**src/rtl/vga_cmd_fifo.sv**
```systemverilog
// vga_cmd_fifo: first-word-fall-through command queue with fill level and sticky overflow for the vga command port
module vga_cmd_fifo #(
    parameter int DATA_WIDTH = 32,
    parameter int DEPTH_LOG2 = 4
) (
    input  logic                  clk,
    input  logic                  reset_i,
    input  logic                  clear_i,
    input  logic                  s_axis_tvalid_i,
    output logic                  s_axis_tready_o,
    input  logic [DATA_WIDTH-1:0] s_axis_tdata_i,
    output logic                  m_axis_tvalid_o,
    input  logic                  m_axis_tready_i,
    output logic [DATA_WIDTH-1:0] m_axis_tdata_o,
    output logic [DEPTH_LOG2:0]   level_o,
    output logic                  overflow_o
);
    localparam int DEPTH = 2 ** DEPTH_LOG2;
    logic [DATA_WIDTH-1:0] mem [DEPTH];
    logic [DEPTH_LOG2:0] wr_ptr, rd_ptr;
    logic empty, full, push, pop;
    always_comb begin
        empty = wr_ptr == rd_ptr;
        full = wr_ptr[DEPTH_LOG2-1:0] == rd_ptr[DEPTH_LOG2-1:0] && wr_ptr[DEPTH_LOG2] != rd_ptr[DEPTH_LOG2];
        push = s_axis_tvalid_i && !full;
        pop = m_axis_tready_i && !empty;
        s_axis_tready_o = !full;
        m_axis_tvalid_o = !empty;
        m_axis_tdata_o = mem[rd_ptr[DEPTH_LOG2-1:0]];
        level_o = wr_ptr - rd_ptr;
    end
    always_ff @(posedge clk) begin
        if (!reset_i || clear_i) begin
            wr_ptr <= '0;
            rd_ptr <= '0;
            overflow_o <= 1'b0;
        end else begin
            if (push) wr_ptr <= wr_ptr + (DEPTH_LOG2+1)'(1);
            if (pop) rd_ptr <= rd_ptr + (DEPTH_LOG2+1)'(1);
            if (s_axis_tvalid_i && full) overflow_o <= 1'b1;
        end
    end
    always_ff @(posedge clk)
        if (reset_i && !clear_i && push) mem[wr_ptr[DEPTH_LOG2-1:0]] <= s_axis_tdata_i;
endmodule
```
**config.mk**
```make
export PLATFORM = sky130hd
export DESIGN_NAME = vga_cmd_fifo
export DESIGN_NICKNAME = d
export VERILOG_FILES = /design/src/rtl/vga_cmd_fifo.sv
export SDC_FILE = /design/constraint.sdc
export NUM_CORES = 1
export LEC_CHECK = 0
export CAP_MARGIN = 10
export CORE_MARGIN = 4
export CORE_UTILIZATION = 49
export CTS_CLUSTER_DIAMETER = 150
export DETAILED_ROUTE_END_ITERATION = 10
export PLACE_DENSITY = 0.73
export SYNTH_ARGS = -nofsm -noshare
export SYNTH_HDL_FRONTEND = slang
export SYNTH_SLANG_ARGS = --single-unit
```
**constraint.sdc**
```tcl
create_clock -name clk -period 8.15 [get_ports clk]
set_input_delay 1.63 -clock clk [delete_from_list [all_inputs] [get_ports clk]]
set_output_delay 1.63 -clock clk [all_outputs]
set_load 0.01 [all_outputs]
```
After elaboration in Yosys (flattened, before gate mapping) --
Memory sizes are Yosys's and may differ from the RTL's. A register that Yosys moved wholly into a read port is not among the register bits. Index checks and enable logic that the tools add are counted. W data, S select, Z words.
Word-level totals: flip-flop bits (word level) 11, memory bits (writable) 512, memories kept 1
Memories:
- mem | words 16, width 32, read ports 1, clocked after memory_dff 1, write ports 1, RTL line 19 | logic [DATA_WIDTH-1:0] mem [DEPTH];
Operators by class: mux-type cells 4, reductions and logical operators 11, eq/ne operators 3, add/subtract/negate cells 3
Operators with widths (number):
- $add A5 B1 Y5 const B | 2
- $mux W4 | 2
- $logic_and A1 B1 Y1 | 6
- $eq A5 B5 Y1 | 1
- $sub A5 B5 Y5 | 1
- $eq A4 B4 Y1 | 1
- $logic_not A1 Y1 | 4
- $mux W1 | 2
- $logic_or A1 B1 Y1 | 1
- $ne A1 B1 Y1 | 1

Longest topological paths before layout --
word-level depth 7, mapped depth 7, mapped depth without buffers 7

Worst setup path after synthesis --
OpenSTA, ideal clock, no wires.
path kind input to register, start point in clear_i, end point mem mem[5][0] (enable), data arrival time 3.581 ns, setup slack 4.148 ns, cell stages on the path 4, data required time 7.729 ns, path buffers 0, cell sequence nand2b_1 > a21oi_1 > nand3b_1 > nor2_1
Between the ends: word-level cells in the longest chain between the ends 5
Ends and longest elaborated chain:
- from (decl) | RTL line 8 | input logic clear_i,
- $logic_not A1 Y1 | RTL line 44 | if (reset_i && !clear_i && push) mem[wr_ptr[DEPTH_LOG2-1:0]] <= s_axis_tdata_i;
- $logic_and A1 B1 Y1 (2 in series) | RTL line 44
- $mux W1 | RTL line 44
- $mux W1 (implied by the code) | RTL line 44
- to (decl) | RTL line 19
Every way passes these cells.

==> metrics.yaml <==
setup_path:
  cp.depth: 5
  slowest_delay_ns: 1.03
  rr_startpoint: "wr_ptr[0]"
  crit_type: "reg -> out"
  timing.rr.end: "mem[7][17]"
  crit_slowest_cell: "dfxtp_4"
  critPathRequiredTime_ns: 6.52
  crit_fanout: 70
  endpoint_kind: "output pin"
  rrSetupSlack_ns: 4.85
  arrival_ns: 3.82
  crit_family: "buffers and inverters"
  endpoint: "m_axis_tdata_o[0]"
  startpoint_type: "flop"
  reg2reg_depth: 7
  crit_path_cell_trace: "buf_4 -> mux4_2 -> a22oi_1 -> nand2_1 -> clkdlybuf4s50_1"
  worst-path-buf-inv: 2
die:
  initial_core_util_pct: 49.95
  rows: 73
  dieArea_mm2: 0.04408
  ios: 77
  fp.dieH_um: 209.9
  die_w_um: 209.9
  core_region_area_mm2: 0.04001
drt:
  drc_errors: 0
  drt_iter0_drc: 896
  vias: 9330
  wl_um: 41460
  vias_per_cell: 5.969
  wl_per_cell_um: 26.53
  dr.pass1.iters: 5
  ant_nets: 0
cts:
  htreeDepth: 2
  insertion_delay_ns: 0.56
  cts-resized-gates: 0
  cts.clk_slew.worst_paths_ns: 0.06
  cts_buffers: 52
  cts_tree: "done"
  root_buffer: "clkbuf_16"
  cts_setup_buffers: 0
  ctsHoldBuffers: 0
  clock_sinks: 527
  clockBufferDepth: 3
sta:
  finalSetupViolCount: 0
  final.period_utilization_pct: 66.90
  fin_skew_ns: 0.01318
  finalSetupTns_ns: 0
  fmax_mhz: 183.4
  finalHoldWorstSlack_ns: 0.4861
  fin_crit_ns: 5.453
  rsz0062_at_grt: "false"
  tightest_slew_ns: 1.063
  hold_viol_final: 0
  drv_slew: 0
  slew-limit-headroom_pct: 29.14
power_and_ir_drop:
  p_int_mw: 4.319
  p_clk_share_pct: 41.7
  seqPwrFrac_pct: 56.0
  p_comb_share_pct: 2.4
  p_leak_nw: 6.987
  p_sw_mw: 1.014
  power.density_mw_per_mm2: 231.0
  irDropWorstVdd_v: 0.0001381
  sw_frac_of_total_pct: 19.01
place:
  numPortBuffers: 76
  dpl.hpwl_um: 20410
  gp_congestion: 0.7238
job:
  drv_cap: 0
worst_hold_path:
  hp-class: "reg -> reg"
layout:
  layout_common_cells: "edfxtp_1, mux4_2, clkdlybuf4s50_1"
  area_growth_pct: 15.52
  final_common_cell: "edfxtp_1"
  utilization_pct: 57.70
  nNetsFinal: 1045
  drive_gt1_share_pct: 22.76
synth:
  ys_async_sr_fraction_pct: 0
  synth-seq-area-share_pct: 78.44
  synthCells: 892
  yosysWarnings: 0
  synth_area_mm2: 0.01998
  yosys.cell_types.count: 34
  synth_fp_nets: 939
  synth_edf_count: 512
  ys_ff_latch: 527
  synthFlopType: "edfxtp_1"
  synth.avg_cell_area_um2: 22.40
global_routing:
  grt_max_degree: 84
  grt_usage_pct: 18.96
  overflow: 0
  antenna_found_initial: 4
  grt_pass1_wl_um: 62430
  grt_pass1_vias: 9921
outcome:
  status: "finished, final reports clean"
## cell usage after synthesis (all sizes together) (2+ instances only)
cell type  instances  area [um^2]
edfxtp           512        15370
mux4             128         2883
a22oi             64        480.5
nand2             41        153.9
nor2              29        108.9
clkbuf            26        97.59
buf               19        115.1
dfxtp             15        300.3
ha                 9        112.6
xnor2              8        70.07
inv                7        26.28
a21oi              6        30.03
xor2               4        42.55
o21ai              3        18.77
a21o               2        15.01
mux2i              2        20.02
nand3              2        10.01
nand3b             2        15.01
nor2b              2        12.51
## cell type report
class / instances / area, um^2
fillers: 2856 / 16920
flip-flops and latches: 527 / 15680
multi-input cells: 313 / 4213
clock buffers: 69 / 1386
repair buffers: 97 / 930.9
well taps: 525 / 656.9
clock inverters: 24 / 185.2
inverters: 7 / 26.28
diodes: 1 / 2.502
## state kept, by name, indices dropped and copies added, names as in the netlist, named ones only
register / count
wr_ptr: 5
mem: 512
overflow_o: 1
rd_ptr: 5
## kinds of logic after synthesis
group                      after synthesis  share of synthesized area (%)
AOI/OAI and AO/OA                       79                          2.905
buffers and inverters                   52                          1.196
and+or+nand+nor                         82                          1.703
DFF                                    527                          78.44
xor gates and xnor gates                12                         0.5636
adders and majority gates               10                         0.6637
muxes                                  130                          14.53
## metal layers
layer / global-route usage, % / routed length (um) / vias to the layer above
met2: 30.35 / 20440 / 416
met5: 0 / 41 / -
met4: 4.725 / 805 / 6
met1: 27.67 / 16710 / 4869
met3: 3.557 / 3459 / 69
li1: - / - / 3970
## power groups by stage
stage | combinational (mW) | clock (mW) | sequential [mW]
2_1_floorplan | 0.0551 | 0 | 3.04
3_3_place_gp | 0.124 | 0 | 3.04
3_5_place_dp | 0.128 | 0 | 3.04
4_1_cts | 0.128 | 2.26 | 2.98
5_1_grt | 0.138 | 2.39 | 2.98
6_report | 0.127 | 2.22 | 2.98
## how the worst min path moves through the flow
stage                 end  startpoint  slack, ns  depth (start not counted)
3_3_place_gp   overflow_o  overflow_o       0.45                          2
5_1_grt        overflow_o  overflow_o       0.50                          2
6_report       overflow_o  overflow_o       0.49                          2
4_1_cts        overflow_o  overflow_o       0.49                          2
2_1_floorplan        flop   rd_ptr[3]       0.47                          2
3_5_place_dp   overflow_o  overflow_o       0.48                          2
## worst reg2reg max path: stages, from the launching register on
cell      delay, ns
dfxtp_1        0.38
inv_1          0.13
ha_1           0.36
and4_1         0.31
a21oi_1        0.34
nand3b_1       0.37
nor2_4         0.62
buf_4          0.46
## metrics by stage
step / setup WS, ns / total power, mW / area [um^2] / instances
final: 2.697 / 5.332 / 23080 / 1563
after global routing: 2.452 / 5.507 / 23080 / 1562
after CTS: 2.618 / 5.375 / 23080 / 1562
after detailed placement: 3.228 / 3.169 / 21510 / 1469
after global placement: 3.304 / 3.164 / 21510 / 1469
after floorplan: 4.148 / 3.093 / 19980 / 892
Note: power is estimated with default switching activity, not from simulation.
